`src/rtl/uart_rx_if.sv`:
```
// Receiver-side signal bundle for uart_rx: serial line in, received byte and strobes out.
// master is the receiver; slave is whatever drives the line and consumes the bytes.
interface uart_rx_if;
    logic       rx;
    logic [7:0] po_data;
    logic       po_flag;
    logic       frame_err;

    modport master (
        input  rx,
        output po_data,
        output po_flag,
        output frame_err
    );

    modport slave (
        output rx,
        input  po_data,
        input  po_flag,
        input  frame_err
    );
endinterface

```
`src/rtl/uart_rx.sv`:
```
// 8N1 UART receiver: 3-flop synchroniser, start-edge detect, mid-bit sampling at HALF,
// one-cycle po_flag on a good stop bit or frame_err on a low stop bit.
module uart_rx #(
    parameter int unsigned UART_BPS = 9600,
    parameter int unsigned CLK_FREQ = 50_000_000
) (
    input  logic sys_clk,
    input  logic sys_rst_n,
    uart_rx_if.master bus
);

    localparam int unsigned BAUD_CNT_MAX = CLK_FREQ / UART_BPS;
    localparam int unsigned HALF         = BAUD_CNT_MAX / 2;
    localparam logic [15:0] BAUD_LAST    = 16'(BAUD_CNT_MAX - 1);
    localparam logic [15:0] HALF_V       = 16'(HALF);

    typedef enum logic [1:0] {
        IDLE,
        START,
        DATA,
        STOP
    } state_t;

    state_t      state_q, state_d;
    logic        r1_q, r2_q, r3_q;
    logic [15:0] baud_cnt_q, baud_cnt_d;
    logic [2:0]  bit_cnt_q, bit_cnt_d;
    logic [7:0]  shift_q, shift_d;
    logic [7:0]  po_data_q, po_data_d;
    logic        po_flag_q, po_flag_d;
    logic        frame_err_q, frame_err_d;

    logic start_edge;
    logic sample_pt;

    assign start_edge = ~r2_q & r3_q;
    assign sample_pt  = (state_q != IDLE) && (baud_cnt_q == HALF_V);

    always_ff @(posedge sys_clk or negedge sys_rst_n) begin
        if (!sys_rst_n) begin
            state_q     <= IDLE;
            r1_q        <= 1'b1;
            r2_q        <= 1'b1;
            r3_q        <= 1'b1;
            baud_cnt_q  <= '0;
            bit_cnt_q   <= '0;
            shift_q     <= '0;
            po_data_q   <= '0;
            po_flag_q   <= 1'b0;
            frame_err_q <= 1'b0;
        end else begin
            state_q     <= state_d;
            r1_q        <= bus.rx;
            r2_q        <= r1_q;
            r3_q        <= r2_q;
            baud_cnt_q  <= baud_cnt_d;
            bit_cnt_q   <= bit_cnt_d;
            shift_q     <= shift_d;
            po_data_q   <= po_data_d;
            po_flag_q   <= po_flag_d;
            frame_err_q <= frame_err_d;
        end
    end

    // Leaving STOP at the stop-bit midpoint lets a back-to-back start edge be caught.
    always_comb begin
        state_d = state_q;
        case (state_q)
            IDLE:  if (start_edge) state_d = START;
            START: if (sample_pt)  state_d = r3_q ? IDLE : DATA;
            DATA:  if (sample_pt && (bit_cnt_q == 3'd7)) state_d = STOP;
            STOP:  if (sample_pt)  state_d = IDLE;
            default: state_d = IDLE;
        endcase
    end

    always_comb begin
        baud_cnt_d  = baud_cnt_q;
        bit_cnt_d   = bit_cnt_q;
        shift_d     = shift_q;
        po_data_d   = po_data_q;
        po_flag_d   = 1'b0;
        frame_err_d = 1'b0;

        if (state_q == IDLE) begin
            baud_cnt_d = '0;
        end else if (baud_cnt_q == BAUD_LAST) begin
            baud_cnt_d = '0;
        end else begin
            baud_cnt_d = baud_cnt_q + 16'd1;
        end

        case (state_q)
            START: begin
                if (sample_pt && !r3_q) bit_cnt_d = '0;
            end
            DATA: begin
                if (sample_pt) begin
                    shift_d[bit_cnt_q] = r3_q;
                    bit_cnt_d          = bit_cnt_q + 3'd1;
                end
            end
            STOP: begin
                if (sample_pt) begin
                    if (r3_q) begin
                        po_data_d = shift_q;
                        po_flag_d = 1'b1;
                    end else begin
                        frame_err_d = 1'b1;
                    end
                end
            end
            default: ;
        endcase
    end

    assign bus.po_data   = po_data_q;
    assign bus.po_flag   = po_flag_q;
    assign bus.frame_err = frame_err_q;

endmodule
```
`src/flat_wrapper.sv`:
```
// flat-port wrapper written by rule: the top's interface ports become plain ports
module uart_rx_flat 
#(
    parameter int unsigned UART_BPS = 9600,
    parameter int unsigned CLK_FREQ = 50_000_000
)
  (sys_clk, sys_rst_n, bus_rx, bus_po_data, bus_po_flag, bus_frame_err);
  uart_rx_if bus_i ();
  input  logic sys_clk;
  input  logic sys_rst_n;
  input wire logic [$bits(bus_i.rx)-1:0] bus_rx;
  output wire logic [$bits(bus_i.po_data)-1:0] bus_po_data;
  output wire logic [$bits(bus_i.po_flag)-1:0] bus_po_flag;
  output wire logic [$bits(bus_i.frame_err)-1:0] bus_frame_err;
  assign bus_i.rx = bus_rx;
  assign bus_po_data = bus_i.po_data;
  assign bus_po_flag = bus_i.po_flag;
  assign bus_frame_err = bus_i.frame_err;
  uart_rx #(.UART_BPS(UART_BPS), .CLK_FREQ(CLK_FREQ)) u_core (.sys_clk(sys_clk), .sys_rst_n(sys_rst_n), .bus(bus_i));
endmodule
```
`config.mk`:
```
export PLATFORM = sky130hd
export DESIGN_NAME = uart_rx_flat
export DESIGN_NICKNAME = d
export VERILOG_FILES = /design/src/rtl/uart_rx_if.sv /design/src/rtl/uart_rx.sv /design/src/flat_wrapper.sv
export SDC_FILE = /design/constraint.sdc
export NUM_CORES = 1
export LEC_CHECK = 0
export CAP_MARGIN = 30
export CORE_ASPECT_RATIO = 1.2
export CORE_MARGIN = 2
export CORE_UTILIZATION = 55
export CTS_CLUSTER_DIAMETER = 50
export DETAILED_ROUTE_END_ITERATION = 8
export GPL_ROUTABILITY_DRIVEN = 0
export HOLD_SLACK_MARGIN = 0.12
export PLACE_DENSITY = 0.75
export SYNTH_ARGS = -nofsm -noshare
export SYNTH_HDL_FRONTEND = slang
export SYNTH_SLANG_ARGS = --single-unit
```
`constraint.sdc`:
```
create_clock -name sys_clk -period 6.8 [get_ports sys_clk]
set_input_delay 1.36 -clock sys_clk [delete_from_list [all_inputs] [get_ports sys_clk]]
set_output_delay 1.36 -clock sys_clk [all_outputs]
set_load 0.01 [all_outputs]
```
After elaboration in Yosys (flattened, before gate mapping)
Cells that the tools add are included.
{"block": "totals", "reg_bits": 42, "in_bits": 3, "out_inout_bits": 10, "word_cells": 60}
{"block": "classes", "addsub": 2, "order_cmp": 2, "n_eq_ne": 12, "n_mux": 20, "bitwise": 2, "reduce_logical": 12}
{"cell": "16-bit two-way mux", "count": 2}
{"cell": "16-bit by 1-bit adder with 16-bit output (second input constant)", "count": 1}
{"cell": "16-bit by 12-bit == test with 1-bit output (second input constant)", "count": 1}
{"cell": "16-bit by 13-bit == test with 1-bit output (second input constant)", "count": 1}
{"cell": "2-bit by 1-bit inequality test with 1-bit output (second input constant)", "count": 6}
{"cell": "2-bit two-way mux", "count": 5}
{"cell": "8-bit bitwise mux", "count": 1}
{"cell": "2-bit one-hot mux with 4 select lines", "count": 1}
{"cell": "1-bit two-way mux", "count": 7}
{"cell": "3-bit two-way mux", "count": 2}
{"cell": "3-bit one-hot mux with 2 select lines", "count": 1}
{"cell": "3-bit AND reduction", "count": 2}
{"cell": "2-bit == test (second input constant)", "count": 2}
{"cell": "1-bit logical AND", "count": 4}
{"cell": "3-bit by 4-bit < comparator with 1-bit output (second input constant)", "count": 1}
{"cell": "4-bit AND reduction", "count": 1}
{"cell": "2-bit nonzero test", "count": 2}
{"cell": "3-bit by 1-bit adder with 3-bit output (second input constant)", "count": 1}
{"cell": "1-bit demux with 3-bit select", "count": 1}
{"cell": "3-bit == test (second input constant)", "count": 1}
{"cell": "3-bit by 1-bit >= comparator with 1-bit output (second input constant)", "count": 1}
{"cell": "2-bit by 1-bit == test with 1-bit output (second input constant)", "count": 1}
{"cell": "2-bit zero test", "count": 1}
{"cell": "2-bit AND reduction", "count": 1}
{"cell": "other kinds (3)", "count": 3}

Logic depth before layout (Yosys ltp)
{"block": "depth", "word_depth": 5, "depth_mapped": 8, "mapped_depth_nobuf": 7}

Worst setup path before layout
No wires, ideal clock.
{"block": "synth_path", "kind": "register to register", "startpoint": "reg u_core.state_q[0]", "endpoint": "reg u_core.bit_cnt_q[2]", "setup_time_ps": 121, "arrival_time_ps": 2419, "t_required_ps": 6679, "slack_ps": 4260, "path_stages_with_launch": 9, "path_buffers": 1, "synth_period_minus_slack_ps": 2540, "cell_sequence": "dfrtp_1 -> inv_1 -> ha_1 -> or4b_1 -> or4_1 -> buf_4 -> o21a_1 -> a211o_1 -> a22o_1"}
{"block": "synth_between", "elab_chain_len": 5, "word_cells_on_any_way": 10, "classes_between": "4 x eq/ne; 1 x mux; 5 x reduce/logical"}
{"item": "start, declared", "line": "uart_rx.sv:24", "source": "state_t state_q, state_d;"}
{"item": "start signal, assigned", "line": "uart_rx.sv:52", "source": "state_q <= state_d;"}
{"item": "2-bit nonzero test", "line": "uart_rx.sv:37", "source": "assign sample_pt = (state_q != IDLE) && (baud_cnt_q == HALF_V);"}
{"item": "1-bit logical AND", "line": "uart_rx.sv:37"}
{"item": "1-bit logical AND", "line": "uart_rx.sv:95", "source": "if (sample_pt && !r3_q) bit_cnt_d = '0;"}
{"item": "2-bit by 1-bit inequality test with 1-bit output (no line)"}
{"item": "3-bit AND reduction (no line)"}
{"item": "end signal, assigned", "line": "uart_rx.sv:57", "source": "bit_cnt_q <= bit_cnt_d;"}
{"item": "end, declared", "line": "uart_rx.sv:27", "source": "logic [2:0] bit_cnt_q, bit_cnt_d;"}
Parallel ways exist; a longest one is shown, timed or not.
A chain may end at the register's enable or synchronous reset.

Worst setup path in the final report
{"block": "layout_path", "startpoint": "reg u_core.state_q[0]", "endpoint": "reg u_core.bit_cnt_q[1]"}
Same word-level chain as after synthesis.

==> metrics.txt <==
# TYPE chip_impl_metric gauge
chip_impl_metric{name="clock_tree.htree_level_count",unit=""} 2
chip_impl_metric{name="synth_fp_nets",unit=""} 197
chip_impl_metric{name="final_cell_count_no_fill",unit=""} 237
chip_impl_metric{name="die_area",unit="µm²"} 4230
chip_impl_metric{name="nets",unit=""} 209
chip_impl_info{name="hold_path.class",value="reg -> reg"} 1
chip_impl_metric{name="worstRegToRegCells",unit=""} 7
chip_impl_metric{name="crit_path_max_fanout",unit=""} 8
chip_impl_info{name="synth_top_flop_cell",value="sky130_fd_sc_hd__dfrtp_1"} 1
chip_impl_metric{name="clk_latency",unit="ns"} 0.29
chip_impl_metric{name="post-route-period-util",unit=""} 0.414
chip_impl_info{name="worst-setup-path-type",value="reg -> reg"} 1
chip_impl_metric{name="post_synth.cell_area_avg",unit="µm²"} 11.1
chip_impl_metric{name="drive_gt1_frac",unit=""} 0.141
chip_impl_metric{name="grt_first_pass_wirelength",unit="µm"} 6350
chip_impl_metric{name="worst_ep_required_time",unit="ns"} 6.98
chip_impl_metric{name="drc_marker_count_from_the_first_detailed_route_iteration",unit=""} 37
chip_impl_metric{name="cts_resized",unit=""} 0
chip_impl_metric{name="postSynthCellCount",unit=""} 185
chip_impl_metric{name="grt_start_max_net_pins",unit=""} 43
chip_impl_info{name="grt.busiest_layer",value="met2"} 1
chip_impl_metric{name="drt-wirelength-per-cell",unit="µm"} 15.6
chip_impl_metric{name="global_route.usage.met2",unit=""} 0.347
chip_impl_metric{name="die_h",unit="µm"} 70.9
chip_impl_metric{name="place_inst",unit=""} 229
chip_impl_metric{name="fp.dieW",unit="µm"} 59.7
chip_impl_metric{name="clk_transition_reported_paths",unit="ns"} 0.07
chip_impl_info{name="crit_path_top_delay_cell",value="sky130_fd_sc_hd__or4_1"} 1
chip_impl_info{name="tritoncts",value="yes"} 1
chip_impl_metric{name="start_util",unit=""} 0.568
chip_impl_metric{name="routed_wirelength",unit="µm"} 3710
chip_impl_metric{name="floorplan.rows",unit=""} 24
chip_impl_metric{name="post_cts_hold_buffer_count",unit=""} 0
chip_impl_metric{name="drt_first_pass_iters",unit=""} 4
chip_impl_info{name="ctsRootBufferMaster",value="sky130_fd_sc_hd__clkbuf_8"} 1
chip_impl_metric{name="post-route-min-period",unit="ns"} 2.82
chip_impl_metric{name="avgViaCountPerCell",unit=""} 5.92
chip_impl_info{name="status",value="finished, final reports clean"} 1
chip_impl_metric{name="number_of_flops_mapped_to_enable_cells_by_yosys",unit=""} 0
chip_impl_metric{name="route.vias.total",unit=""} 1402
chip_impl_metric{name="grtUsageMet1",unit=""} 0.221
chip_impl_metric{name="tritoncts_num_sinks",unit=""} 42
chip_impl_metric{name="tightestPinTransition",unit="ns"} 0.888
chip_impl_metric{name="finalPower",unit="W"} 0.000525
chip_impl_metric{name="dpl.hpwl",unit="µm"} 2660
chip_impl_metric{name="grt-ovfl-total",unit=""} 0
chip_impl_metric{name="post-route-cell-area",unit="µm²"} 2250
chip_impl_metric{name="maxSlewHeadroom",unit=""} 0.408
chip_impl_metric{name="synth.lib_cells_used.distinct",unit=""} 41
chip_impl_metric{name="ir_worst_vdd",unit="V"} 0.000174
chip_impl_metric{name="initial_antenna_violation_count",unit=""} 0
chip_impl_metric{name="place.port_buffers",unit=""} 12
chip_impl_metric{name="postSynth.asyncResetShare",unit=""} 1.00
chip_impl_metric{name="cpPeakStageDelay",unit="ns"} 0.67
chip_impl_metric{name="postPlaceCellArea",unit="µm²"} 2170
chip_impl_metric{name="design.portCount",unit=""} 13
chip_impl_info{name="critical_path.startpoint_type",value="flop"} 1
chip_impl_metric{name="powerDensity",unit="nW/µm²"} 233
chip_impl_metric{name="timing.hold.worst_path_depth",unit=""} 0
chip_impl_metric{name="setup_viol_count_final",unit=""} 0
chip_impl_metric{name="cts_inserted_buffers",unit=""} 5
chip_impl_metric{name="finClkSkew",unit="ns"} 0.00606
chip_impl_metric{name="number_of_global_route_vias_before_repair",unit=""} 1483
chip_impl_info{name="grt_setup_unrepaired",value="false"} 1
chip_impl_metric{name="totalNegativeSetupSlack",unit="ns"} 0
chip_impl_metric{name="max_cap_violations",unit=""} 0
chip_impl_metric{name="arrival",unit="ns"} 3.00
chip_impl_metric{name="track_usage",unit=""} 0.197
chip_impl_metric{name="met3_usage",unit=""} 0.0512
chip_impl_metric{name="power.leakage",unit="nW"} 1.01
chip_impl_metric{name="floorplan.core_area",unit="µm²"} 3600
chip_impl_metric{name="synth.cell_area",unit="µm²"} 2050
chip_impl_metric{name="fillCellCount",unit=""} 295
chip_impl_metric{name="ys_seq_area_frac",unit=""} 0.515
chip_impl_metric{name="drtAntennaViolNets",unit=""} 0
chip_impl_metric{name="max_slew_vio_count",unit=""} 0
chip_impl_info{name="most_frequent_cells_in_the_layout",value="39 x sky130_fd_sc_hd__dfrtp_1, 26 x sky130_fd_sc_hd__nor2_1, 16 x sky130_fd_sc_hd__mux2_2"} 1
chip_impl_metric{name="cts_setup_buffers",unit=""} 0
chip_impl_metric{name="max-clock-path-buffers",unit=""} 2
chip_impl_metric{name="post_synthesis_sequential_element_count",unit=""} 42
chip_impl_metric{name="drc",unit=""} 0
chip_impl_metric{name="final_core_density",unit=""} 0.625
chip_impl_metric{name="insertedDiodeCount",unit=""} 0
chip_impl_metric{name="final-hold-violation-count",unit=""} 0
chip_impl_metric{name="fmax",unit="MHz"} 355
chip_impl_info{name="mostFrequentLayoutCell",value="sky130_fd_sc_hd__dfrtp_1"} 1
chip_impl_metric{name="yosys_warn_count",unit=""} 0
chip_impl_metric{name="area_growth",unit="%"} 10.0
chip_impl_info{name="cells_traversed_along_the_worst_timing_path",value="inv_1, ha_1, or4b_1, or4_1, o21a_1, a211o_1, a22o_1"} 1
chip_impl_info{name="cp_endpoint_kind",value="flop"} 1
-- flip-flops by register name, indices dropped and copies added, names as in the netlist, named ones only --
signal / count
u_core.baud_cnt_q: 16
u_core.bit_cnt_q: 3
u_core.bus.frame_err: 1
u_core.bus.po_data: 8
u_core.bus.po_flag: 1
u_core.r1_q: 1
u_core.r2_q: 1
u_core.r3_q: 1
u_core.shift_q: 8
u_core.state_q: 1
-- per-stage QoR --
| stage | hold WS (ns) | setup WS [ns] |
|---|---|---|
| final | 0.357 | 3.98 |
| after global routing | 0.363 | 3.85 |
| after CTS | 0.359 | 4.00 |
| after detailed placement | 0.348 | 4.02 |
| after global placement | 0.346 | 4.15 |
| after floorplan | 0.345 | 4.26 |
-- logic make-up after synthesis --
family | count (synthesis) | share of synthesized area
flip-flops | 42 | 0.515
XOR/XNOR | 14 | 0.0599
AO/OA/AOI/OAI | 16 | 0.0532
buffers and inverters | 14 | 0.0318
adder cells (fa/ha/maj) | 9 | 0.0550
AND/OR/NAND/NOR | 74 | 0.197
multiplexers | 16 | 0.0880
-- metal layers --
layer / vias up / routed length [µm]
met1: 696 / 1490
met2: 31 / 2030
met3: 6 / 138
met4: 0 / 45
met5: - / 0
li1: 669 / -
-- Yosys cell counts (all sizes together), types with 2 or more instances --
library cell / count / area, µm²
o21ai: 5 / 25.0
xnor2: 6 / 52.6
nor3b: 3 / 22.5
a22o: 2 / 17.5
mux2: 16 / 180
and3: 2 / 12.5
a21oi: 2 / 10.0
inv: 7 / 26.3
buf: 4 / 27.5
nor3: 5 / 25.0
xor2: 8 / 70.1
clkbuf: 3 / 11.3
or4bb: 2 / 22.5
nor4: 3 / 18.8
nand4: 3 / 18.8
nor2: 27 / 109
dfrtp: 39 / 976
or4b: 3 / 30.0
nand2: 9 / 33.8
or4: 2 / 15.0
nand3: 8 / 40.0
ha: 9 / 113
dfstp: 3 / 78.8
nand2b: 2 / 12.5
-- power by group --
group,switching [W],internal (W)
logic,0.0000581,0.0000358
clock network,0.0000786,0.0000729
registers,0.0000168,0.000263
total,0.000154,0.000371
-- worst max-delay path, delay by kind of cell (launching register included) --
family / cells / cell delay, ns
adder cells (fa/ha/maj): 1 / 0.26
AND/OR/NAND/NOR: 2 / 1.20
AO/OA/AOI/OAI: 3 / 0.72
buffers and inverters: 1 / 0.12
flip-flops: 1 / 0.40
-- area by class of cell --
class | count | area, µm² | share of cell area
sequential | 42 | 1050 | 0.468
timing repair buffer | 12 | 115 | 0.0511
multi-input combinational | 129 | 928 | 0.412
clock buffer | 8 | 80.1 | 0.0355
tap | 39 | 48.8 | 0.0217
inverter | 7 | 26.3 | 0.0117
-- path summary, 6_finish.rpt --
kind                                    from                     to  slack (ns)
hold reg to reg                  u_core.r1_q            u_core.r2_q        0.36
hold / removal                   u_core.r1_q            u_core.r2_q        0.36
setup reg to reg           u_core.state_q[0]    u_core.bit_cnt_q[1]        3.98
setup / recovery           u_core.state_q[0]    u_core.bit_cnt_q[1]        3.98
max in group asynchronous          sys_rst_n  u_core.baud_cnt_q[14]        5.06
min in group asynchronous          sys_rst_n      u_core.shift_q[0]        1.19
No activity file was read; power rests on OpenSTA's default activity.
